--- src/rtl/edge_seq_pkg.sv ---
// Shared definitions for the edge-counter measurement sequencer.
//   seq_state_t       : sequencer state encoding, also exposed for regmap readback
//   SEQ_STATE_W       : width of the state encoding
//   CLEAR_CYCLES_DEF  : default number of cycles cnt_clear is held
package edge_seq_pkg;

   localparam int SEQ_STATE_W      = 3;
   localparam int CLEAR_CYCLES_DEF = 2;

   typedef enum logic [SEQ_STATE_W-1:0] {
      SEQ_IDLE  = 3'd0,
      SEQ_CLEAR = 3'd1,
      SEQ_ARM   = 3'd2,
      SEQ_RUN   = 3'd3,
      SEQ_SNAP  = 3'd4,
      SEQ_DONE  = 3'd5
   } seq_state_t;

endpackage

--- src/rtl/seq_down_counter.sv ---
// Loadable down-counter that stops at zero. It is shared by the ARM timeout and
// the RUN window, which never overlap.
// Ports:
//   clk, rst_n_sync : clock, asynchronous active-low reset
//   load, load_val  : load has priority over enable
//   en              : decrement by one while non-zero
//   zero            : count is zero
module seq_down_counter #(
   parameter int W = 32
) (
   input  logic         clk,
   input  logic         rst_n_sync,
   input  logic         load,
   input  logic [W-1:0] load_val,
   input  logic         en,
   output logic         zero
);

   logic [W-1:0] count;

   always_ff @(posedge clk or negedge rst_n_sync) begin
      if (!rst_n_sync) begin
         count <= '0;
      end else if (load) begin
         count <= load_val;
      end else if (en && (count != '0)) begin
         count <= count - W'(1);
      end
   end

   assign zero = (count == '0);

endmodule

--- src/rtl/edge_counter_sequencer.sv ---
// Edge-counter measurement sequencer: clears the channels, optionally waits for
// a trigger, runs the counters for a fixed window and snapshots them.
// Optional feature macro: SEQ_AUTO_REARM_EN (SNAP loops back to CLEAR while
// cfg_rearm is set, and completed windows are counted in run_count).
// Ports:
//   clk, rst_n_sync          : clock, asynchronous active-low reset
//   start, abort             : single-cycle requests (abort wins)
//   cfg_enable, cfg_trig_enable, window_len, arm_timeout : latched on start
//   trig_in                  : synchronized per-channel trigger levels
//   cfg_rearm                : auto re-arm request (macro build only)
//   cnt_clear/run/snapshot   : per-channel counter strobes
//   trig_out                 : pulse in the first RUN cycle after a trigger hit
//   busy, done, timed_out    : status; seq_state is the raw state encoding
//   run_count                : completed windows (macro build only, else 0)
//
// state | meaning
// IDLE  | waiting for start
// CLEAR | cnt_clear held on active channels for CLEAR_CYCLES cycles
// ARM   | waiting for a masked trigger, optionally bounded by arm_timeout
// RUN   | cnt_run held for the window length
// SNAP  | one-cycle cnt_snapshot
// DONE  | measurement complete, done held until start or abort
module edge_counter_sequencer
   import edge_seq_pkg::*;
#(
   parameter int NUM_CH       = 4,
   parameter int CLEAR_CYCLES = CLEAR_CYCLES_DEF,
   parameter int WIN_W        = 32
) (
   input  logic                   clk,
   input  logic                   rst_n_sync,
   input  logic                   start,
   input  logic                   abort,
   input  logic [NUM_CH-1:0]      cfg_enable,
   input  logic [NUM_CH-1:0]      cfg_trig_enable,
   input  logic [NUM_CH-1:0]      trig_in,
   input  logic [WIN_W-1:0]       window_len,
   input  logic [WIN_W-1:0]       arm_timeout,
   input  logic                   cfg_rearm,
   output logic [NUM_CH-1:0]      cnt_clear,
   output logic [NUM_CH-1:0]      cnt_run,
   output logic [NUM_CH-1:0]      cnt_snapshot,
   output logic                   trig_out,
   output logic                   busy,
   output logic                   done,
   output logic                   timed_out,
   output logic [SEQ_STATE_W-1:0] seq_state,
   output logic [15:0]            run_count
);

   seq_state_t        state, state_nxt;
   logic [NUM_CH-1:0] act_mask, trg_mask;
   logic [WIN_W-1:0]  win_len, tmo_len;
   logic [3:0]        clr_cnt;
   logic              trig_pend, timed_out_r;
   logic              start_ok, hit, tmo_hit, clr_end;
   logic              tmr_load, tmr_en, tmr_zero;
   logic [WIN_W-1:0]  tmr_val;
   logic              rearm;

   assign start_ok = start && !abort && (cfg_enable != '0) &&
                     ((state == SEQ_IDLE) || (state == SEQ_DONE));
   assign hit      = (trig_in & trg_mask) != '0;
   // A trigger on the expiry cycle takes precedence over the timeout.
   assign tmo_hit  = (tmo_len != '0) && tmr_zero && !hit;
   assign clr_end  = (clr_cnt == 4'd0);
   assign tmr_en   = (state == SEQ_ARM) || (state == SEQ_RUN);

   always_ff @(posedge clk or negedge rst_n_sync) begin
      if (!rst_n_sync) begin
         state <= SEQ_IDLE;
      end else begin
         state <= state_nxt;
      end
   end

   // The timer is loaded with length-1 so that the stage ends on the zero flag
   // after exactly "length" cycles; win_len is never 0, so RUN cannot wrap.
   always_comb begin
      state_nxt    = state;
      cnt_clear    = '0;
      cnt_run      = '0;
      cnt_snapshot = '0;
      tmr_load     = 1'b0;
      tmr_val      = win_len - WIN_W'(1);
      case (state)
         SEQ_IDLE, SEQ_DONE: begin
            if (start_ok) state_nxt = SEQ_CLEAR;
         end
         SEQ_CLEAR: begin
            cnt_clear = act_mask;
            if (clr_end) begin
               tmr_load = 1'b1;
               if (trg_mask != '0) begin
                  state_nxt = SEQ_ARM;
                  tmr_val   = tmo_len - WIN_W'(1);
               end else begin
                  state_nxt = SEQ_RUN;
               end
            end
         end
         SEQ_ARM: begin
            if (hit) begin
               state_nxt = SEQ_RUN;
               tmr_load  = 1'b1;
            end else if (tmo_hit) begin
               state_nxt = SEQ_DONE;
            end
         end
         SEQ_RUN: begin
            cnt_run = act_mask;
            if (tmr_zero) state_nxt = SEQ_SNAP;
         end
         SEQ_SNAP: begin
            cnt_snapshot = act_mask;
            state_nxt    = rearm ? SEQ_CLEAR : SEQ_DONE;
         end
         default: state_nxt = SEQ_IDLE;
      endcase
      if (abort) state_nxt = SEQ_IDLE;
   end

   always_ff @(posedge clk or negedge rst_n_sync) begin
      if (!rst_n_sync) begin
         act_mask    <= '0;
         trg_mask    <= '0;
         win_len     <= '0;
         tmo_len     <= '0;
         clr_cnt     <= '0;
         trig_pend   <= 1'b0;
         timed_out_r <= 1'b0;
      end else begin
         if (start_ok) begin
            act_mask <= cfg_enable;
            trg_mask <= cfg_enable & cfg_trig_enable;
            win_len  <= (window_len == '0) ? WIN_W'(1) : window_len;
            tmo_len  <= arm_timeout;
         end
         if (abort || start_ok) begin
            timed_out_r <= 1'b0;
         end else if ((state == SEQ_ARM) && tmo_hit) begin
            timed_out_r <= 1'b1;
         end
         trig_pend <= (state == SEQ_ARM) && hit && !abort;
         // Reloaded whenever outside CLEAR, so every CLEAR entry starts full.
         if (state != SEQ_CLEAR) begin
            clr_cnt <= 4'(CLEAR_CYCLES - 1);
         end else if (!clr_end) begin
            clr_cnt <= clr_cnt - 4'd1;
         end
      end
   end

   seq_down_counter #(.W(WIN_W)) u_tmr (
      .clk        (clk),
      .rst_n_sync (rst_n_sync),
      .load       (tmr_load),
      .load_val   (tmr_val),
      .en         (tmr_en),
      .zero       (tmr_zero)
   );

`ifdef SEQ_AUTO_REARM_EN
   logic [15:0] run_cnt_r;

   assign rearm = cfg_rearm;

   always_ff @(posedge clk or negedge rst_n_sync) begin
      if (!rst_n_sync) begin
         run_cnt_r <= '0;
      end else if (abort || start_ok) begin
         run_cnt_r <= '0;
      end else if ((state == SEQ_SNAP) && (run_cnt_r != 16'hFFFF)) begin
         run_cnt_r <= run_cnt_r + 16'd1;
      end
   end

   assign run_count = run_cnt_r;
`else
   logic unused_rearm;

   assign unused_rearm = cfg_rearm;
   assign rearm        = 1'b0;
   assign run_count    = '0;
`endif

   assign trig_out  = (state == SEQ_RUN) && trig_pend;
   assign busy      = (state != SEQ_IDLE) && (state != SEQ_DONE);
   assign done      = (state == SEQ_DONE);
   assign timed_out = timed_out_r;
   assign seq_state = state;

endmodule

--- config.mk ---
export PLATFORM = sky130hd
export DESIGN_NAME = edge_counter_sequencer
export DESIGN_NICKNAME = d
export VERILOG_FILES = /design/src/rtl/edge_seq_pkg.sv /design/src/rtl/seq_down_counter.sv /design/src/rtl/edge_counter_sequencer.sv
export SDC_FILE = /design/constraint.sdc
export NUM_CORES = 1
export LEC_CHECK = 0
export BUFFER_PORTS_ARGS = -buffer_cell sky130_fd_sc_hd__buf_2
export CORE_MARGIN = 5
export CORE_UTILIZATION = 30
export DETAILED_ROUTE_END_ITERATION = 10
export SLEW_MARGIN = 25
export SYNTH_ARGS = -nofsm -noshare
export SYNTH_HDL_FRONTEND = slang
export SYNTH_HIERARCHICAL = 1
export SYNTH_SLANG_ARGS = --single-unit
--- constraint.sdc ---
create_clock -name clk -period 3.08 [get_ports clk]
set_clock_uncertainty 0.05 [all_clocks]
set_input_delay 0.154 -clock clk [delete_from_list [all_inputs] [get_ports clk]]
set_output_delay 0.154 -clock clk [all_outputs]
set_load 0.01 [all_outputs]
==> summary.txt, run 1 <==
Finish
  • Share of layout cells above drive strength 1: 25.38%
  • Final non-filler cell total: 1245
  • Synth-to-layout area growth: 31.05%
  • Fillers: 2323
  • Final core occ: 39.76%
  • Ant diodes: 0
  • Nets: 1000

Logic synthesis
  • Unique masters post-synth: 63
  • Seq cells post-synth: 113
  • Mux contribution to synthesized area: 12.97%
  • Number of synthesized flops with an enable pin: 0
  • Synthesized area per cell: between 9 and 10 sq um
  • Cells after Synth: 740
  • Synth top area share: about two fifths
  • Synthesized area: 7101 sq um
  • Post-Synth XOR/XNOR Area: between 7 and 8%
  • Seq/Total Area, Yosys: 39.82%
  • Fraction of registers with async set or reset after synthesis: 100.0%
  • Simple-gate portion of the synthesized area: 23.17%
  • Synth area leaders: dfrtp_1, mux2_2, xnor2_1
  • Dominant synthesized flop cell: dfrtp_1
  • Synth warnings: 6
  • Leading area contributor after synthesis: dfrtp_1
  • Synth Area in Adders: 0.7048%
  • Synth Area in Compound Gates: 9.885%
  • Largest family of logic cells by synthesized area: simple AND/OR/NAND/NOR gates

Floorplanning
  • Starting Density: between 30% and 40%
  • Die height: 163.8 um
  • Core area: 23400 sq um
  • Die area: approximately 27000 sq um
  • # rows: 56
  • Ports: 116
  • Chip width: 163.8 um

Clock tree
  • CTS root buffer: clkbuf_16
  • Max clock buf depth: 2
  • CTS tree: done
  • Setup bufs post-CTS: 0
  • Clk_lat worst skew: 420 ps
  • Reg clk slew, reported paths: 50 ps
  • # H-tree levels: 4
  • Total CTS buffers: 17
  • CTS sink cnt: about 110

Timing
  • Fin. Hold Viols: 0
  • Slew HR: a little over 40%
  • Final setup fails: 0
  • Slew Limit Fails: 0
  • Slew @ Worst Pin: 886.8 ps
  • FMAX: 0.3575 GHz
  • Setup_tns: 0 ps
  • Period utilization: just over 90%
  • RSZ-0062 raised after global routing: no
  • Min Tclk post-route: around 2800 ps
  • Hold slack: 258.5 ps

Worst setup path
  • Reg2reg start: u_tmr/count[8]$_DFFE_PN0P_
  • Critical Path End Type: flop
  • Worst setup startpoint: u_tmr/count[8]$_DFFE_PN0P_
  • FF-to-FF path depth: 8
  • Critical Path Source Type: flop
  • Setup Crit Path Kind: flop to flop
  • Reg-to-reg slack, setup: 280 ps
  • Crit Reg-Reg Endpoint: seq_state[0]$_DFFE_PN0P_
  • Crit path capture: seq_state[0]$_DFFE_PN0P_
  • CP Max Fanout: 5
  • WP data required: 3350 ps
  • Arr. time, crit path: 3060 ps

Place
  • Buffers on Ports: just under 100
  • Cells after DPL: around 1100
  • DP HPWL: 13180 um
  • RePlAce Congestion: 0.8203

Global routing
  • Pin count of the biggest net entering global routing: 82
  • Total gr overflow: 0
  • Overall routing resource usage: 14.89%
  • First-pass GRT wire length: 31860 um
  • Vias in the first global route: around 6000
  • Initial antenna violation count: 0

Routing
  • Final WL: 19430 um
  • Drt pass-1 iters: 5
  • DRC: 0
  • Vias: 6258
  • Avg WL per Cell: between 15 and 20 um
  • Initial DRC count: 418
  • DR vias/cell: 5.027
  • Antenna Nets Post-Route: 0

Power
  • Max VDD drop: ~0.47 mV
  • Leak Pwr: 3.605 nW
  • Overall power: around 7.7 mW
  • Pwr Density: 828.2 nW/um^2

Outcome
  • Status: complete, no violations

Worst hold path
  • Hold Path Class: primary input to flop
  • Hold Crit Depth: 5

Job
  • Max_cap viols: 0
==> report_power, final <==
part	internal, mW	switching (mW)	total [mW]
sequential	2.19	0.853	3.04
clock	1.22	0.703	1.92
combinational	1.41	1.34	2.75
total	4.81	2.89	7.71
==> layout make-up <==
cell class | count | area [sq um] | area share [%]
multi-input combinational | 563 | 3961 | 42.57
sequential | 113 | 2828 | 30.39
timing repair buffer | 195 | 1454 | 15.62
clock buffer | 20 | 456.7 | 4.908
tap | 319 | 399.1 | 4.289
clock inverter | 10 | 112.6 | 1.210
inverter | 25 | 93.84 | 1.008
==> metal layers <==
layer	vias up	share of wire [%]	track usage, %
met5	-	0	0
met4	0	1.8	5.795
met3	21	4.8	2.183
met2	169	49	24.11
met1	3003	44	20.14
li1	3065	-	-
==> metrics by stage <==
| step | cell area (sq um) | setup WS (ps) |
|---|---|---|
| after floorplan | 7157 | 340.5 |
| after detailed placement | 7955 | 313.4 |
| final | 9305 | 283.0 |
| after CTS | 9305 | 303.1 |
| after global routing | 9305 | 225.6 |
| after global placement | 7955 | 357.8 |
==> flip-flops by register name, summed over array words and instances (netlist names) <==
name,count
u_tmr/count,32
act_mask,4
trg_mask,4
trig_pend,1
timed_out,1
clr_cnt,4
seq_state,3
win_len,32
tmo_len,32
==> cells in the final DEF, fill, tap and decap left out, types with 7 or more instances in the layout <==
cell type / instances
dlygate4sd3_1: 78
buf_4: 17
o31ai_1: 7
dfrtp_1: 113
mux2i_1: 20
nand3_1: 21
a21oi_1: 10
a31oi_1: 22
mux2_2: 64
and3_1: 13
xnor2_1: 41
nor2_1: 57
inv_1: 24
nor3_1: 33
clkbuf_16: 17
nor4_1: 30
nand2_1: 37
o21ai_0: 26
conb_1: 16
nand4_1: 16
or3_1: 18
or4_1: 20
xor2_1: 23
or2_2: 8
buf_2: 97
==> worst min-delay path by stage <==
stage               slack, ps        from                  endpoint
floorplan                -190  rst_n_sync   act_mask[0]$_DFFE_PN0P_
global placement          290  rst_n_sync   trg_mask[2]$_DFFE_PN0P_
detailed placement        290  rst_n_sync   trg_mask[2]$_DFFE_PN0P_
CTS                       230  trig_in[1]  seq_state[2]$_DFFE_PN0P_
global route              290  trig_in[1]       trig_pend$_DFF_PN0_
finish                    260  trig_in[1]       trig_pend$_DFF_PN0_
==> synthesized netlist by cell type (5+ instances only) <==
cell type / count
mux2_2: 64
inv_1: 24
nand4_1: 16
dfrtp_1: 113
nor4_1: 31
and2_1: 5
nand2_1: 37
a311o_1: 5
or4_1: 20
o31ai_1: 7
and3_1: 13
clkbuf_1: 28
a21oi_1: 10
o21ai_0: 26
nand3_1: 21
o41ai_1: 5
nor2_1: 58
nor3_1: 33
or3_1: 18
mux2i_1: 20
buf_4: 17
xor2_1: 23
a31oi_1: 22
buf_2: 5
or2_2: 8
xnor2_1: 41
==> logic make-up after synthesis <==
kind of cell,after synthesis
buf+inv,79
compound gates,101
fa+ha+maj,4
other cells,1
mux,84
xor+xnor,64
flops,113
simple gates,294
==> timing repair <==
action                     in CTS  in global routing
hold endpoints to repair      144                  0
resized for setup               0                  0
hold buffers                   78                  0
setup endpoints to repair       0                  0
==> worst max-delay path, stage by stage (launching register included) <==
cell	delay, ps
dfrtp_1	400
or4_4	550
or4_1	570
nor4_1	310
buf_4	190
nor3_1	60
nor3_1	300
nand3b_1	130
o32ai_1	140
No activity file was read; power rests on OpenSTA's default activity.
==> run 2, diff against run 1 <==
Clock period 3.08 ns to 2.9 ns, I/O delays scaled along.
==> run 2 against run 1 <==
  * Core utilization grew 0.45 points
  * Count of clock-buffer cells in the layout grew 2
  * Sequential power grew 6%
  * First-iteration DRC count shrank 12%
  * Power grew 7.5%
  * Final cell count grew 0.88%
  * Largest cell class unchanged
  * Largest power group unchanged
==> summary.txt, run 2 (same netlist as run 1, synthesis figures left out) <==
Global routing
  • Overall routing resource usage: 14.85% (-0.044 points)
  • First-pass GRT wire length: 31910 um (+0.15%)
  • Vias in the first global route: 6227 (+2.1%)
  • Initial antenna violation count: 0 (unchanged)
  • Pin count of the biggest net entering global routing: 76 (-7.3%)
  • Total gr overflow: 0 (unchanged)

Finish
  • Synth-to-layout area growth: 32.55%
  • Design area: 9412 sq um (+1.1%)
  • Nets: 1009 (+0.90%)
  • Ant diodes: 0 (unchanged)
  • Share of layout cells above drive strength 1: 26.25% (+0.88 points)
  • Most frequent cells in the layout: dfrtp_1, buf_2, dlygate4sd3_1
  • Commonest non-fill, non-tap cell in the layout: dfrtp_1
  • Largest regs: tmo_len (32), u_tmr/count (32), win_len (32)

Worst setup path
  • Setup Crit Path Kind: flop to flop
  • Arr. time, crit path: 2920 ps (-140 ps)
  • Critical Path End Type: flop
  • CP Max Fanout: 14 (+9)
  • FF-to-FF path depth: 7 (-1)
  • WP data required: 3140 ps (-210 ps)
  • Critical Path Source Type: flop

Routing
  • DRC: 0 (unchanged)
  • DR vias/cell: 4.962 (-1.3%)
  • Antenna Nets Post-Route: 0 (unchanged)
  • Final WL: 19510 um (+0.38%)
  • Avg WL per Cell: 15.53 um (-0.50%)
  • Drt pass-1 iters: 4 (-1)
  • Initial DRC count: 366 (-12%)
  • Vias: 6232 (-0.42%)

Power
  • P_int: 5.194 mW (+7.9%)
  • Sw frac: 37.28% (-0.27 points)
  • Power share of the combinational group: 35.7% (about the same)
  • Share of power burned in registers: 39.1% (-0.3 points)
  • P_sw: 3.087 mW (+6.7%)
  • Pwr Density: 879.9 nW/um^2 (+6.2%)
  • Leak Pwr: 3.674 nW (+1.9%)
  • Max VDD drop: 0.5198 mV (+10%)
  • Clk pwr share: 25.2% (+0.3 points)

Floorplanning
  • Die area: 26850 sq um (unchanged)
  • Die height: 163.8 um (unchanged)
  • Ports: 116 (unchanged)
  • Chip width: 163.8 um (unchanged)
  • Starting Density: 30.34% (unchanged)
  • Core area: 23400 sq um (unchanged)
  • # rows: 56 (unchanged)

Clock tree
  • Clk_lat worst skew: 410 ps (about the same)
  • Setup bufs post-CTS: 0 (unchanged)
  • Total CTS buffers: 17 (unchanged)
  • Reg clk slew, reported paths: 50 ps (about the same)
  • CTS sink cnt: 113 (unchanged)
  • Max clock buf depth: 2 (unchanged)
  • # H-tree levels: 4 (unchanged)
  • CTS tree: done
  • CTS root buffer: clkbuf_16

Timing
  • Fin. Hold Viols: 0 (unchanged)
  • Slew Limit Fails: 0 (unchanged)
  • RSZ-0062 raised after global routing: no
  • Slew HR: 50.92% (+10 points)
  • Slew @ Worst Pin: 736.1 ps (-150.7 ps)
  • Hold slack: 237.3 ps (-21.25 ps)
  • FMAX: 0.3730 GHz (+4.3%)
  • Final setup fails: 0 (unchanged)
  • Setup_tns: 0 ps (unchanged)
  • Min Tclk post-route: 2681 ps (-115.7 ps)
  • Period utilization: 92.46% (+1.6 points)

Job
  • Max_cap viols: 0 (unchanged)

Worst hold path
  • Hold Path Class: primary input to flop
  • Hold Crit Depth: 6 (+1)

Place
  • DP HPWL: 13580 um (+3.0%)
  • Placed instance area: 8035 sq um (+1.0%)
  • Buffers on Ports: 98 (unchanged)
  • RePlAce Congestion: 0.8096 (-1.3%)

Outcome
  • Status: complete, no violations
-- run 2: changes by cell type in the layout (fill, tap and decap cells not counted) --
cell	change
buf_4	+7
clkbuf_8	+2
clkinv_2	+2
clkinvlp_4	-2
buf_12	+1
buf_6	+1
-- run 2: what timing repair did --
item,4_1_cts,5_1_grt
hold buffers,78,0
hold endpoints to repair,150,0
resized for setup,0,0
-- run 2: path summary, 6_finish.rpt --
| path | start | endpoint | slack (ps) |
|---|---|---|---|
| min reg2reg | act_mask[3]$_DFFE_PN0P_ | act_mask[3]$_DFFE_PN0P_ | 490 |
| max | tmo_len[0]$_DFFE_PN0P_ | seq_state[2]$_DFFE_PN0P_ | 220 |
| max reg2reg | tmo_len[0]$_DFFE_PN0P_ | seq_state[2]$_DFFE_PN0P_ | 220 |
| min in group asynchronous | rst_n_sync | trg_mask[2]$_DFFE_PN0P_ | 250 |
| min | trig_in[1] | seq_state[2]$_DFFE_PN0P_ | 240 |
| max in group asynchronous | rst_n_sync | u_tmr/count[17]$_DFFE_PN0P_ | 1850 |
-- run 2: power by group through the flow --
stage / sequential, mW / clock (mW) / combinational, mW
after floorplan: 2.96 / 0 / 2.20
after global placement: 3.22 / 0 / 2.81
after detailed placement: 3.24 / 0 / 2.87
after CTS: 3.23 / 2.13 / 2.97
after global routing: 3.38 / 2.21 / 3.29
final: 3.23 / 2.09 / 2.96
-- run 2: worst max-delay path, cell delays in order (launching register included) --
cell and delay [ps]:
dfrtp_1 390, inv_1 80, ha_1 200, or4b_4 500, or2_2 490, or4b_4 590
a21boi_2 170, o22ai_1 90
-- run 2: per-stage QoR --
| stage | setup WS (ps) | total power [mW] | utilization [%] | instances |
|---|---|---|---|---|
| floorplan | 160.5 | 5.167 | - | 755 |
| global placement | 269.8 | 6.030 | 34.33 | 1146 |
| detailed placement | 225.7 | 6.111 | 34.33 | 1146 |
| CTS | 221.0 | 8.327 | 40.20 | 1256 |
| global route | 88.63 | 8.879 | 40.22 | 1256 |
| finish | 218.7 | 8.281 | 40.22 | 1256 |
-- run 2: area by class of cell --
| type | instances | area (sq um) |
|---|---|---|
| timing repair buffer | 204 | 1538 |
| fill | 2292 | 13990 |
| sequential | 113 | 2828 |
| tap | 319 | 399.1 |
| multi-input combinational | 563 | 3961 |
| inverter | 25 | 93.84 |
| clock inverter | 10 | 107.6 |
| clock buffer | 22 | 484.2 |
-- run 2: per-layer routing --
layer,wire (um),track usage (%),vias to the layer above,part of all wire (%)
met2,9681,25.18,118,50
met3,593,2.560,19,3.0
li1,-,-,3073,-
met4,292,4.651,0,1.5
met5,0,0,-,0
met1,8940,19.35,3022,46
==> run 3, diff against run 2 <==
Settings changed: GPL_ROUTABILITY_DRIVEN from default to 0, SYNTH_HIERARCHICAL 1 to default.
==> run 3 against run 2 <==
  * Maximum frequency is 6.8% higher
  * Critical path depth is 1 lower
  * First-iteration DRC count is 6.0% higher
  * Highest routed layer unchanged
  * Worst setup slack better by 170 ps
==> summary.txt, run 3 <==
Finish
  • Multi-input logic area: 3887 sq um (-1.9%)
  • Design area: 9246 sq um (-1.8%)
  • Fillers: 2193 (-4.3%)
  • Commonest non-fill, non-tap cell in the layout: dfrtp_1
  • Final non-filler cell total: 1191 (-5.2%)
  • Share of layout cells above drive strength 1: 25.83% (-0.43 points)
  • Ant diodes: 0 (unchanged)
  • Synth-to-layout area growth: 33.23%
  • Nets: 982 (-2.7%)
  • Most frequent cells in the layout: dfrtp_1, buf_2, dlygate4sd3_1
  • Largest regs: tmo_len (32), u_tmr.count (32), win_len (32)
  • Register area: 2828 sq um (unchanged)

Outcome
  • Status: complete, no violations

Timing
  • Period utilization: 86.61% (-5.9 points)
  • FMAX: 0.3982 GHz (+6.8%)
  • Min Tclk post-route: 2512 ps (-169.7 ps)
  • Setup_tns: 0 ps (unchanged)
  • Slew @ Worst Pin: 868.7 ps (+132.6 ps)
  • Hold slack: 144.4 ps (-92.81 ps)
  • Final setup fails: 0 (unchanged)
  • Slew HR: 42.09% (-8.8 points)
  • Fin. Hold Viols: 0 (unchanged)
  • Slew Limit Fails: 0 (unchanged)
  • RSZ-0062 raised after global routing: no

Clock tree
  • Clk_lat worst skew: 410 ps (about the same)
  • # H-tree levels: 4 (unchanged)
  • Reg clk slew, reported paths: 50 ps (about the same)
  • CTS sink cnt: 113 (unchanged)
  • Post-CTS sizing: 0 (unchanged)
  • CTS tree: done
  • Max clock buf depth: 2 (unchanged)
  • CTS root buffer: clkbuf_16
  • Total CTS buffers: 17 (unchanged)

Worst setup path
  • Critical Path End Type: flop
  • WP data required: 3150 ps (about the same)
  • Setup Crit Path Kind: flop to flop
  • Arr. time, crit path: 2760 ps (-160 ps)
  • Critical Path Source Type: flop
  • CP Max Fanout: 9 (-5)
  • FF-to-FF path depth: 6 (-1)

Logic synthesis
  • Most numerous cell in the Yosys netlist: dfrtp_1
  • Synthesized area per cell: 9.873 sq um (+2.9%)
  • Fraction of registers with async set or reset after synthesis: 100.0% (unchanged)
  • Synth Area in Compound Gates: 7.806% (-2.1 points)
  • Unique masters post-synth: 59 (-6.3%)
  • Mux contribution to synthesized area: 13.70% (+0.73 points)
  • Synthesized area: 6940 sq um (-2.3%)
  • Synth Area in Adders: 1.082% (+0.38 points)
  • Seq cells post-synth: 113 (unchanged)
  • Synth area leaders: dfrtp_1, mux2_2, xor2_1
  • Leading area contributor after synthesis: dfrtp_1
  • Synth top area share: 40.74% (+0.92 points)
  • Largest family of logic cells by synthesized area: simple AND/OR/NAND/NOR gates
  • Post-Synth XOR/XNOR Area: 10.10% (+2.2 points)
  • Cells after Synth: 703 (-5.0%)
  • Dominant synthesized flop cell: dfrtp_1
  • Seq/Total Area, Yosys: 40.74% (+0.92 points)
  • Synth warnings: 0 (-6)
  • Simple-gate portion of the synthesized area: 22.25% (-0.93 points)
  • Number of synthesized flops with an enable pin: 0 (unchanged)
  • Post-synth top cells: dfrtp_1, mux2_2, nor2_1, xor2_1, xnor2_1

Floorplanning
  • Ports: 116 (unchanged)
  • Die area: 26280 sq um (-2.1%)
  • Core area: 22710 sq um (-3.0%)
  • Die height: 162.1 um (-1.1%)
  • Starting Density: 30.56% (+0.22 points)
  • # rows: 55 (-1.8%)
  • Chip width: 162.1 um (-1.1%)

Power
  • Clk pwr share: 31.5% (+6.3 points)
  • Sw frac: 34.22% (-3.1 points)
  • Leak Pwr: 3.843 nW (+4.6%)
  • P_int: 4.435 mW (-15%)
  • P_sw: 2.307 mW (-25%)
  • Max VDD drop: 0.4547 mV (-13%)
  • Overall power: 6.741 mW (-19%)
  • Share of power burned in registers: 41.0% (+1.9 points)
  • Pwr Density: 729.1 nW/um^2 (-17%)
  • Power share of the combinational group: 27.5% (-8.2 points)

Worst hold path
  • Hold Crit Depth: 3 (-3)
  • Hold Path Class: primary input to flop

Global routing
  • Initial antenna violation count: 0 (unchanged)
  • First-pass GRT wire length: 32750 um (+2.6%)
  • Overall routing resource usage: 15.59% (+0.74 points)
  • Vias in the first global route: 6271 (+0.71%)
  • Pin count of the biggest net entering global routing: 65 (-14%)
  • Total gr overflow: 0 (unchanged)

Routing
  • Initial DRC count: 388 (+6.0%)
  • Final WL: 20020 um (+2.6%)
  • Avg WL per Cell: 16.81 um (+8.2%)
  • DR vias/cell: 5.131 (+3.4%)
  • Vias: 6111 (-1.9%)
  • Antenna Nets Post-Route: 0 (unchanged)
  • Drt pass-1 iters: 5 (+1)
  • DRC: 0 (unchanged)

Place
  • Buffers on Ports: 98 (unchanged)
  • Cells after DPL: 1083 (-5.5%)
  • Placed instance area: 7873 sq um (-2.0%)
  • DP HPWL: 14560 um (+7.2%)

Job
  • Max_cap viols: 0 (unchanged)
[run 3: cell count changes in the layout (fill, tap and decap cells not counted), sizes merged, moves of 6 or more]
cell,change
or2,-8
nand2,-6
nor4,+8
xor2,+18
or4,-16
o41ai,-6
or3,-11
inv,-8
a31oi,-19
a21oi,+14
a211oi,+11
[run 3: logic make-up after synthesis]
kind of cell               Yosys count
AOI/OAI and AO/OA                   85
xor gates and xnor gates            80
adders and majority gates            6
buffers and inverters               62
DFF                                113
muxes                               87
other                                1
and+or+nand+nor                    269
[run 3: layer usage]
metal	global-route usage, %	vias up	wire, um
li1	-	2926	-
met1	20.77	2968	9148
met2	25.17	186	9138
met3	2.969	31	1220
met4	5.959	0	511
met5	0	-	0
[run 3: worst max-delay path, cell delays in order, from the launching register on]
cell and delay [ps]:
dfrtp_1 420, nor4_4 440, nand4_2 170, or4_1 730, nand4_1 210, mux2i_1 100
a221o_1 260
[run 3: area by class of cell]
class | count | share of cell area, %
Inverter | 16 | 0.6495
Multi-Input combinational cell | 543 | 42.04
Timing Repair Buffer | 204 | 16.45
Sequential cell | 113 | 30.58
Clock buffer | 20 | 4.939
Tap cell | 285 | 3.857
Clock inverter | 10 | 1.475
[run 3: power by group through the flow]
stage               Sequential, mW  Combinational, mW  Clock (mW)
CTS                           2.76               1.85        2.16
global route                  2.86               2.07        2.22
global placement              2.76               1.73           0
finish                        2.77               1.85        2.12
floorplan                     2.61               1.30           0
detailed placement            2.78               1.76           0
[run 3: final timing paths]
check / startpoint / to / slack [ps]
max in group asynchronous: rst_n_sync / tmo_len[20]$_DFFE_PN0P_ / 1620
worst min register to register: clr_cnt[0]$_DFFE_PN0N_ / clr_cnt[0]$_DFFE_PN0N_ / 480
worst max register to register: u_tmr.count[20]$_DFFE_PN0P_ / u_tmr.count[31]$_DFFE_PN0P_ / 390
worst min-delay path: trig_in[3] / trig_pend$_DFF_PN0_ / 140
worst max-delay path: u_tmr.count[20]$_DFFE_PN0P_ / u_tmr.count[31]$_DFFE_PN0P_ / 390
min in group asynchronous: rst_n_sync / tmo_len[1]$_DFFE_PN0P_ / 350
[run 3: timing repair]
action                    4_1_cts  5_1_grt
hold endpoints to repair      138        0
hold buffers                   78        0
setup buffers                   0        0
[run 3: through the flow]
step | setup WS (ps) | util, %
global route | 226.5 | 40.72
detailed placement | 405.3 | 34.67
CTS | 392.1 | 40.72
finish | 388.4 | 40.72
floorplan | 657.7 | -
global placement | 409.9 | 34.67
